**config.mk**
```make
export PLATFORM = sky130hd
export DESIGN_NAME = stopwatch_tx_reporter_flat
export DESIGN_NICKNAME = d
export VERILOG_FILES = /design/src/rtl/stopwatch_tx_reporter_pkg.sv /design/src/rtl/stopwatch_tx_reporter_if.sv /design/src/rtl/stopwatch_tx_reporter_bin2bcd_seq.sv /design/src/rtl/stopwatch_tx_reporter.sv /design/src/flat_wrapper.sv
export SDC_FILE = /design/constraint.sdc
export NUM_CORES = 1
export LEC_CHECK = 0
export ABC_AREA = 1
export CORE_ASPECT_RATIO = 0.8
export CORE_MARGIN = 10
export CORE_UTILIZATION = 57
export DETAILED_ROUTE_END_ITERATION = 10
export DONT_BUFFER_PORTS = 1
export PLACE_DENSITY = 0.72
export SLEW_MARGIN = 20
export SYNTH_ARGS = -nofsm -noshare
export SYNTH_HDL_FRONTEND = slang
export SYNTH_SLANG_ARGS = --single-unit
```
**constraint.sdc**
```tcl
create_clock -name clk -period 1.2 [get_ports clk]
set_input_delay 0.12 -clock clk [delete_from_list [all_inputs] [get_ports clk]]
set_output_delay 0.12 -clock clk [all_outputs]
set_load 0.01 [all_outputs]
```
**src/rtl/stopwatch_tx_reporter_pkg.sv**
```systemverilog
// Shared types and constants for the stopwatch transmit reporter.
package stopwatch_tx_reporter_pkg;

    typedef enum logic [1:0] {
        IDLE = 2'd0,
        CONV = 2'd1,
        SEND = 2'd2,
        WAIT = 2'd3
    } state_t;

    localparam logic [7:0] ASCII_ZERO = 8'h30;
    localparam logic [7:0] ASCII_CR   = 8'h0D;
    localparam logic [7:0] ASCII_LF   = 8'h0A;

    // Four digits, optionally followed by CR LF.
    localparam int FRAME_LEN_DIGITS = 4;
    localparam int FRAME_LEN_CRLF   = 6;

    // One BCD nibble as its ASCII digit.
    function automatic logic [7:0] digit_char(input logic [3:0] nib);
        return ASCII_ZERO + {4'h0, nib};
    endfunction

endpackage

```
**src/rtl/stopwatch_tx_reporter_if.sv**
```systemverilog
// Report request / count input and UART byte handshake of the reporter.
interface stopwatch_tx_reporter_if #(
    parameter int DIGIT_WIDTH = 14
);
    logic                   i_report;
    logic [DIGIT_WIDTH-1:0] i_digit;
    logic                   i_tx_done;
    logic                   o_tx_start;
    logic [7:0]             o_tx_data;
    logic                   o_busy;
    logic                   o_overrun;

    // The reporter side.
    modport master (
        input  i_report, i_digit, i_tx_done,
        output o_tx_start, o_tx_data, o_busy, o_overrun
    );

    // The environment side: stopwatch, UART and requester.
    modport slave (
        output i_report, i_digit, i_tx_done,
        input  o_tx_start, o_tx_data, o_busy, o_overrun
    );
endinterface

```
**src/rtl/stopwatch_tx_reporter_bin2bcd_seq.sv**
```systemverilog
// Iterative double-dabble: one shift per clock, DIGIT_WIDTH shifts per
// conversion, done pulses for one cycle once bcd holds the result.
module bin2bcd_seq #(
    parameter int DIGIT_WIDTH = 14
) (
    input  logic                   clk,
    input  logic                   reset,
    input  logic                   start,
    input  logic [DIGIT_WIDTH-1:0] bin,
    output logic                   done,
    output logic [15:0]            bcd
);
    localparam int CNT_W = $clog2(DIGIT_WIDTH + 1);

    logic [DIGIT_WIDTH-1:0] shift_q;
    logic [15:0]            bcd_q;
    logic [CNT_W-1:0]       cnt_q;
    logic                   run_q;
    logic                   done_q;

    // Add 3 to every nibble >= 5 so the following shift carries correctly.
    function automatic logic [15:0] dabble_adjust(input logic [15:0] b);
        logic [15:0] r;
        r = b;
        for (int i = 0; i < 4; i++) begin
            if (r[4*i +: 4] >= 4'd5) begin
                r[4*i +: 4] = r[4*i +: 4] + 4'd3;
            end
        end
        return r;
    endfunction

    // Shift counter and done pulse; reset abandons any conversion in flight.
    always_ff @(posedge clk) begin
        if (reset) begin
            run_q  <= 1'b0;
            done_q <= 1'b0;
            cnt_q  <= '0;
        end else begin
            done_q <= 1'b0;
            if (start) begin
                run_q <= 1'b1;
                cnt_q <= CNT_W'(DIGIT_WIDTH);
            end else if (run_q) begin
                cnt_q <= cnt_q - CNT_W'(1);
                if (cnt_q == CNT_W'(1)) begin
                    run_q  <= 1'b0;
                    done_q <= 1'b1;
                end
            end
        end
    end

    // Load the binary value on start, then adjust-and-shift it into bcd_q.
    always_ff @(posedge clk) begin
        if (start) begin
            shift_q <= bin;
            bcd_q   <= '0;
        end else if (run_q) begin
            {bcd_q, shift_q} <= {dabble_adjust(bcd_q), shift_q} << 1;
        end
    end

    assign done = done_q;
    assign bcd  = bcd_q;

endmodule

```
**src/rtl/stopwatch_tx_reporter.sv**
```systemverilog
// Snapshots the stopwatch count on a report request and streams it to the
// UART transmitter as four ASCII digits, optionally followed by CR LF.
module stopwatch_tx_reporter
    import stopwatch_tx_reporter_pkg::*;
#(
    parameter int DIGIT_WIDTH = 14,
    parameter int MAX_VALUE   = 9999,
    parameter bit SEND_CRLF   = 1'b1
) (
    input  logic                    clk,
    input  logic                    reset,
    stopwatch_tx_reporter_if.master bus
);
    localparam int         FRAME_LEN = SEND_CRLF ? FRAME_LEN_CRLF : FRAME_LEN_DIGITS;
    localparam logic [2:0] LAST_IDX  = 3'(FRAME_LEN - 1);

    state_t                 state_q, state_d;
    logic [2:0]             idx_q, idx_d;
    logic                   overrun_q;
    logic                   conv_start;
    logic                   conv_done;
    logic [15:0]            bcd;
    logic [DIGIT_WIDTH-1:0] snapshot;
    logic                   tx_start;
    logic [7:0]             tx_data;

    // Byte at position idx of the frame, most significant digit first.
    function automatic logic [7:0] frame_char(input logic [2:0] idx, input logic [15:0] b);
        case (idx)
            3'd0:    return digit_char(b[15:12]);
            3'd1:    return digit_char(b[11:8]);
            3'd2:    return digit_char(b[7:4]);
            3'd3:    return digit_char(b[3:0]);
            3'd4:    return ASCII_CR;
            3'd5:    return ASCII_LF;
            default: return 8'h00;
        endcase
    endfunction

    // The converter captures the saturated count itself, so the live input
    // is free to move once the request has been accepted.
    assign snapshot = (bus.i_digit > DIGIT_WIDTH'(MAX_VALUE)) ? DIGIT_WIDTH'(MAX_VALUE)
                                                              : bus.i_digit;

    bin2bcd_seq #(.DIGIT_WIDTH(DIGIT_WIDTH)) u_bin2bcd (
        .clk   (clk),
        .reset (reset),
        .start (conv_start),
        .bin   (snapshot),
        .done  (conv_done),
        .bcd   (bcd)
    );

    // Next-state and handshake outputs; i_tx_done only counts in WAIT.
    always_comb begin
        state_d    = state_q;
        idx_d      = idx_q;
        conv_start = 1'b0;
        tx_start   = 1'b0;
        tx_data    = 8'h00;
        case (state_q)
            IDLE: begin
                if (bus.i_report) begin
                    conv_start = 1'b1;
                    state_d    = CONV;
                end
            end
            CONV: begin
                if (conv_done) begin
                    idx_d   = 3'd0;
                    state_d = SEND;
                end
            end
            SEND: begin
                tx_start = 1'b1;
                tx_data  = frame_char(idx_q, bcd);
                state_d  = WAIT;
            end
            WAIT: begin
                tx_data = frame_char(idx_q, bcd);
                if (bus.i_tx_done) begin
                    if (idx_q == LAST_IDX) begin
                        state_d = IDLE;
                    end else begin
                        idx_d   = idx_q + 3'd1;
                        state_d = SEND;
                    end
                end
            end
            default: state_d = IDLE;
        endcase
    end

    // State, char index and the overrun pulse for requests made while busy.
    always_ff @(posedge clk) begin
        if (reset) begin
            state_q   <= IDLE;
            idx_q     <= 3'd0;
            overrun_q <= 1'b0;
        end else begin
            state_q   <= state_d;
            idx_q     <= idx_d;
            overrun_q <= bus.i_report && (state_q != IDLE);
        end
    end

    assign bus.o_tx_start = tx_start;
    assign bus.o_tx_data  = tx_data;
    assign bus.o_busy     = (state_q != IDLE);
    assign bus.o_overrun  = overrun_q;

endmodule
```
**src/flat_wrapper.sv**
```systemverilog
// flat-port wrapper written by rule: the top's interface ports become plain ports
module stopwatch_tx_reporter_flat import stopwatch_tx_reporter_pkg::*;
#(
    parameter int DIGIT_WIDTH = 14,
    parameter int MAX_VALUE   = 9999,
    parameter bit SEND_CRLF   = 1'b1
)
  (clk, reset, bus_i_report, bus_i_digit, bus_i_tx_done, bus_o_tx_start, bus_o_tx_data, bus_o_busy, bus_o_overrun);
  stopwatch_tx_reporter_if #(.DIGIT_WIDTH(DIGIT_WIDTH)) bus_i ();
  input  logic clk;
  input  logic reset;
  input wire logic [$bits(bus_i.i_report)-1:0] bus_i_report;
  input wire logic [$bits(bus_i.i_digit)-1:0] bus_i_digit;
  input wire logic [$bits(bus_i.i_tx_done)-1:0] bus_i_tx_done;
  output wire logic [$bits(bus_i.o_tx_start)-1:0] bus_o_tx_start;
  output wire logic [$bits(bus_i.o_tx_data)-1:0] bus_o_tx_data;
  output wire logic [$bits(bus_i.o_busy)-1:0] bus_o_busy;
  output wire logic [$bits(bus_i.o_overrun)-1:0] bus_o_overrun;
  assign bus_i.i_report = bus_i_report;
  assign bus_i.i_digit = bus_i_digit;
  assign bus_i.i_tx_done = bus_i_tx_done;
  assign bus_o_tx_start = bus_i.o_tx_start;
  assign bus_o_tx_data = bus_i.o_tx_data;
  assign bus_o_busy = bus_i.o_busy;
  assign bus_o_overrun = bus_i.o_overrun;
  stopwatch_tx_reporter #(.DIGIT_WIDTH(DIGIT_WIDTH), .MAX_VALUE(MAX_VALUE), .SEND_CRLF(SEND_CRLF)) u_core (.clk(clk), .reset(reset), .bus(bus_i));
endmodule
```
==> reports/qor.txt, run 1 <==
1st-pass router iterations: 4
Post-placement cell area: 0.002753 mm^2
Fin. Hold Viols: 0
Tot GR Track Use: 16.48%
Vias in the first global route: 2,108
RSZ-0062 raised after global routing: yes
DRC viols: 0
Max_cap viols: 0
Area Growth Syn to Fin: 46.69%
WHS: 14.95 ps
IO Count: 29
Status: complete, but fails checks
Share of cells above drive strength 1: 42.86%
Port Buffers: 0
Hold Path Class: in -> reg
Largest net degree at the start of global routing: 14
FF-to-FF Start: u_core.state_q[1]
Total power draw: 3.514 mW
Die Ht: 78.31 um
Grt ovf: 0
Crit end category: output port
CTS Buffer Depth: 2
Synth warnings: 0
Vias per cell: 5.494
Starting DRT DRC Count: 261
Reg2Reg Setup Slack: -100 ps
Peak Freq: 661.4 MHz
Synthesized area: 0.002422 mm^2
Placement Setup Slack: -99.15 ps
Failing checks: negative setup slack
Clock transition at path regs: 80 ps
Vias: 2,390
Reg2reg end: u_core.u_bin2bcd.bcd[0]
Avg Cell Area, Syn: 7.453 um^2
FF+latch area: 0.001005 mm^2
Routed len/inst: 16.15 um
Setup CP Type: reg -> out
CTS Buf Count: 5
Synth unique cells: 28
# rows: 21
Min-delay src: bus_i_digit[11]
Clk sinks: 42
Pwr dens: 988.9 mW/mm^2
Crit path DAT: 1390 ps
DIE WIDTH: 92.89 um
Leak pwr: 1.505 nW
H-tree depth: 2
Gp weighted congestion: 0.8364
Final wirelength: 7.025 mm
Type of origin of the critical path: flop
Min Clock Period, post-route: 1512 ps
Clock Latency Late Sink: 310 ps
Ant diodes: 0
Setup ws final: -312.0 ps
Hold Path Sink: u_core.u_bin2bcd.shift_q[11]
CP Data Required Time: 1080 ps
Sequential fraction of the synthesis area: 40.50%
Final Skew: 9.358 ps
Post-DP HPWL: 4.091 mm
Post-synthesis instance total: 325
First-pass GRT wire length: 9.887 mm
Final Cell Area: 0.003553 mm^2
Die ar.: 0.007273 mm^2
Core Area: 0.004151 mm^2
Crit Path Max Fanout: 4
Nets: 410
Post-synthesis register bit count: 42
Peak VDD IR: 0.8323 mV
Hold path cells: 1
Starting Density: 58.35%
Max-slew violations: 0
Worst reg2reg path depth: 7
Multi-input combinational cell area: 0.001618 mm^2
Clock root buffer: clkbuf_8
# fillers: 212
Fin crit share: 126.0%
Final Setup Violations: 36
CTS tree: done
Initial antenna violation count: 0
Post-route ant nets: 0
## how the worst max path moves through the flow
stage / depth (start not counted) / slack (ps) / start / end
6_report: 6 / -310 / u_core.idx_q[1] / bus_o_tx_data[3]
5_1_grt: 6 / -370 / u_core.idx_q[0] / bus_o_tx_data[1]
4_1_cts: 6 / -320 / u_core.idx_q[0] / bus_o_tx_data[1]
3_5_place_dp: 6 / -100 / u_core.idx_q[0] / bus_o_tx_data[3]
3_3_place_gp: 6 / -50 / u_core.idx_q[1] / bus_o_tx_data[1]
2_1_floorplan: 6 / 0.5 / u_core.state_q[1] / u_core.u_bin2bcd.shift_q[10]
## layout by cell type (no fill, tap or decap), types with 6 or more instances in the layout
cell type,n
clkbuf_8,6
ha_4,8
a21oi_1,10
dfxtp_1,19
nand2_1,58
nand2_2,9
nand3_1,14
o21ai_2,7
inv_4,6
inv_2,8
nor2_2,10
edfxtp_1,14
nand3_2,15
nor2_1,31
a21oi_2,9
buf_4,30
nor2_4,8
o21ai_0,11
o21ai_1,6
inv_1,29
ha_1,6
buf_6,14
## kinds of logic (layout without fill, tap and decap cells)
| group | after synthesis | count (layout) | share of synthesized area, % |
|---|---|---|---|
| simple gates | 160 | 161 | 29.80 |
| other cells | 1 | 2 | 0.1548 |
| flops | 42 | 42 | 40.50 |
| fa+ha+maj | 15 | 15 | 7.748 |
| compound gates | 51 | 51 | 11.26 |
| xor+xnor | 1 | 1 | 0.3616 |
| buf+inv | 55 | 106 | 10.18 |
## critical path, stage by stage, from the launching register on
cell and delay [ps]:
dfxtp_4 380, buf_4 140, ha_4 170, a21oi_2 120, o21ai_1 70, nor2_1 130, nor2_2 60
## where the power goes
| part | internal, mW | leakage, nW | switching (mW) | total [mW] |
|---|---|---|---|---|
| clock network | 0.679 | 0.0585 | 0.515 | 1.19 |
| registers | 1.57 | 0.370 | 0.0542 | 1.63 |
| logic | 0.315 | 1.08 | 0.377 | 0.692 |
## final cells by class
class	count	share of cell area, %
clock inverter	1	0.8451
multi-input combinational	230	45.53
timing repair buffer	52	14.93
sequential	42	28.27
inverter	45	5.669
clock buffer	7	2.430
tap	57	2.007
timing repair inverter	1	0.3169
## synthesized netlist by cell type, drive strengths merged
master / number / area share [%]
a21oi: 19 / 3.9
a22o: 2 / 0.72
buf: 10 / 3.2
conb: 1 / 0.15
dfxtp: 28 / 23
edfxtp: 14 / 17
ha: 15 / 7.7
inv: 45 / 7.0
nand2: 74 / 13
nand3: 30 / 6.2
nand3b: 1 / 0.31
nand4: 2 / 0.52
nor2: 50 / 8.9
nor3: 3 / 0.62
o211ai: 1 / 0.31
o21ai: 25 / 5.2
o22ai: 2 / 0.52
o31ai: 2 / 0.62
xor2: 1 / 0.36
## per-layer routing
metal / up-vias / share of wire [%] / global-route usage (%)
met3: 10 / 7.2 / 4.278
met5: - / 0 / 0
met4: 0 / 1.4 / 5.385
met2: 93 / 50 / 27.34
li1: 1159 / - / -
met1: 1128 / 41 / 20.36
## through the flow
| stage | instances | util (%) | setup TNS (ps) |
|---|---|---|---|
| floorplan | 326 | - | 0 |
| detailed placement | 410 | 66.31 | -945.4 |
| CTS | 430 | 75.92 | -1327 |
| global route | 435 | 85.59 | -4329 |
| global placement | 410 | 66.31 | -269.1 |
| finish | 435 | 85.59 | -2151 |
## timing repair
item,in CTS,in global routing
hold endpoints to repair,8,0
gates cloned,2,1
resized for setup,51,105
hold buffers,2,0
pin swaps,16,36
setup buffers,9,5
setup endpoints to repair,42,54
## sequential cells by signal (all words and copies together) (netlist names)
name                      cells
u_core.state_q                2
u_core.u_bin2bcd.run_q        1
u_core.u_bin2bcd.done         1
u_core.bus.o_overrun          1
u_core.u_bin2bcd.shift_q     14
u_core.idx_q                  3
u_core.u_bin2bcd.cnt_q        4
u_core.u_bin2bcd.bcd         16
No activity file was read; power rests on OpenSTA's default activity.
==> inputs of run 2 (changes only) <==
--- a/config.mk
+++ b/config.mk
@@ -8,10 +8,10 @@
 export ABC_AREA = 1
 export CORE_ASPECT_RATIO = 0.8
 export CORE_MARGIN = 10
-export CORE_UTILIZATION = 57
+export CORE_UTILIZATION = 60
 export DETAILED_ROUTE_END_ITERATION = 10
 export DONT_BUFFER_PORTS = 1
-export PLACE_DENSITY = 0.72
+export PLACE_DENSITY = 0.73
 export SLEW_MARGIN = 20
 export SYNTH_ARGS = -nofsm -noshare
 export SYNTH_HDL_FRONTEND = slang
==> constraint.sdc (replaced) <==
create_clock -name clk -period 1.5 [get_ports clk]
set_input_delay 0.15 -clock clk [delete_from_list [all_inputs] [get_ports clk]]
set_output_delay 0.15 -clock clk [all_outputs]
set_load 0.01 [all_outputs]
==> reports/qor.txt, run 2 (synthesis results as in run 1) <==
Status: complete, but fails checks
Failing checks: negative setup slack
Crit Path Max Fanout: 4 (unchanged)
Clk sinks: 42 (unchanged)
Setup CP Type: reg -> out
CTS Buf Count: 5 (unchanged)
Crit path DAT: 1370 ps (-20 ps)
Reg2reg end: u_core.idx_q[0]
Switching fraction of total power: 26.74% (-0.19 points)
Leak pwr: 1.176 nW (-22%)
Vias in the first global route: 1,860 (-12%)
Post-DP HPWL: 3.610 mm (-12%)
Clock transition at path regs: 80 ps (about the same)
Placement Setup Slack: 137.1 ps (+236.3 ps)
WHS: 76.59 ps (+61.63 ps)
Final Setup Violations: 3 (-92%)
Vias per cell: 5.210 (-5.2%)
Cell repeated most along the worst path: ha_4
Setup ws final: -18.85 ps (+293.1 ps)
Total power draw: 2.319 mW (-34%)
Type of origin of the critical path: flop
Most common cell after layout, fill and taps aside: nand2_1
Max_cap viols: 0 (unchanged)
IO Count: 29 (unchanged)
P_int: 1.699 mW (-34%)
Max FFs per register: 16 (unchanged)
Clock share of power: 30.9% (-3.1 points)
Final Cell Area: 0.002701 mm^2 (-24%)
Critical Path End: bus_o_tx_data[2]
Starting DRT DRC Count: 120 (-54%)
Fin crit share: 101.3%
Core Area: 0.003854 mm^2 (-7.2%)
Nets: 367 (-10%)
Gp weighted congestion: 0.8732 (+4.4%)
Ant diodes: 0 (unchanged)
Post-route ant nets: 0 (unchanged)
Initial antenna violation count: 0 (unchanged)
Vias: 2,032 (-15%)
Worst path max stage delay: 400 ps (+20 ps)
Pwr dens: 858.6 mW/mm^2 (-13%)
Multi-input combinational cell area: 0.001280 mm^2 (-21%)
Starting Density: 62.86% (+4.5 points)
Fin. Hold Viols: 0 (unchanged)
Post-Layout Cell Count: 390 (-10%)
Hold Path Class: in -> reg
Largest net degree at the start of global routing: 29 (+15)
Tot GR Track Use: 14.02% (-2.5 points)
P_sw: 0.6203 mW (-34%)
Share of cells above drive strength 1: 14.63% (-28 points)
Min Clock Period, post-route: 1519 ps
Setup TNS: -45.32 ps (+2106 ps)
# rows: 20 (-4.8%)
Placed cells: 378 (-7.8%)
Sequential power share: 56.0% (+9.7 points)
Comb power frac: 13.1% (-6.6 points)
Max-slew violations: 0 (unchanged)
Logic depth of the worst path, buffers included: 6 (unchanged)
# fillers: 353 (+67%)
H-tree depth: 2 (unchanged)
Clock root buffer: clkbuf_8
DRC viols: 0 (unchanged)
Commonest non-fill, non-tap cells in the layout: nand2_1 (69), nor2_1 (39), inv_1 (36)
Final Skew: 7.527 ps (-1.831 ps)
Worst reg2reg path depth: 8 (+1)
RSZ-0062 raised after global routing: yes
Hold path cells: 3 (+2)
Reg2Reg Setup Slack: 160 ps (+260 ps)
Grt ovf: 0 (unchanged)
Routed len/inst: 12.82 um (-21%)
FF-to-FF Start: u_core.idx_q[1]
CP Data Required Time: 1350 ps (+270 ps)
Final Core Density: 70.10% (-15 points)
DIE WIDTH: 91.04 um (-2.0%)
Die Ht: 76.83 um (-1.9%)
1st-pass router iterations: 4 (unchanged)
Area Growth Syn to Fin: 11.52%
CTS tree: done
Peak VDD IR: 0.6045 mV (-27%)
FF+latch area: 988.4 um^2 (-1.6%)
Post-placement cell area: 0.002482 mm^2 (-9.8%)
Crit end category: output port
Peak Freq: 658.4 MHz
Final wirelength: 4.998 mm (-29%)
Die ar.: 0.006995 mm^2 (-3.8%)
Critical path launch point: u_core.idx_q[0]
Port Buffers: 0 (unchanged)
Clock Latency Late Sink: 290 ps (-20 ps)
CP bufs+invs: 1 (unchanged)
First-pass GRT wire length: 8.328 mm (-16%)
Slowest stage cell, crit path: dfxtp_4
Critical path cell sequence: ha_4 -> ha_4 -> inv_2 -> o21ai_1 -> nor2_1 -> nor2_2
Family with the most delay on the worst path: flip-flops
CTS Buffer Depth: 2 (unchanged)
run 2: cell types whose count changed in the layout (fill, tap and decap cells not counted), moves of 8 or more:
cell     previous run  this run
nand3_1            14        30
nor2_1             31        39
nand2_1            58        69
nor2_4              8         0
nand3_2            15         0
buf_6              14         1
o21ai_0            11        19
buf_4              30         7
a21oi_1            10        18
a21oi_2             9         1
run 2: worst min path at each step:
stage,to,slack [ps],start
after global routing,u_core.u_bin2bcd.shift_q[12],60,bus_i_digit[12]
final,u_core.idx_q[0],80,reset
after global placement,u_core.u_bin2bcd.cnt_q[1],220,reset
after CTS,u_core.u_bin2bcd.shift_q[12],60,bus_i_digit[12]
after floorplan,u_core.bus.o_overrun,290,bus_i_report
after detailed placement,u_core.u_bin2bcd.cnt_q[3],220,reset
run 2: cell type report:
| cell class | count | area share [%] |
|---|---|---|
| inverter | 45 | 6.438 |
| timing repair buffer | 11 | 3.844 |
| clock inverter | 2 | 0.5095 |
| clock buffer | 6 | 2.686 |
| sequential | 42 | 36.59 |
| tap | 55 | 2.547 |
| multi-input combinational | 229 | 47.38 |
run 2: per-layer routing:
metal,GRT usage [%],share of wire [%],up-vias
met1,18.09,48,926
met2,21.79,45,42
met5,0,0,-
li1,-,-,1060
met3,4.280,6.6,4
met4,4.375,0.68,0
run 2: power by group through the flow:
stage	sequential (mW)	combinational [mW]	clock, mW
after floorplan	1.32	0.236	0
after global placement	1.33	0.291	0
after detailed placement	1.33	0.292	0
after CTS	1.30	0.302	0.736
after global routing	1.31	0.345	0.783
final	1.30	0.303	0.717
run 2: timing repair:
| item | in CTS | in global routing |
|---|---|---|
| pin swaps | 8 | 7 |
| hold buffers | 2 | 0 |
| gates resized for setup | 26 | 7 |
| hold endpoints to repair | 8 | 0 |
| endpoints found under the setup margin | 4 | 8 |
| buffers inserted | 2 | 0 |
run 2: worst reg2reg max path: cells and delay by family, from the launching register on:
kind	cells	cell delay, ps
AND/OR/NAND/NOR	4	470
flip-flops	1	390
buffers and inverters	3	250
adder cells (fa/ha/maj)	1	170
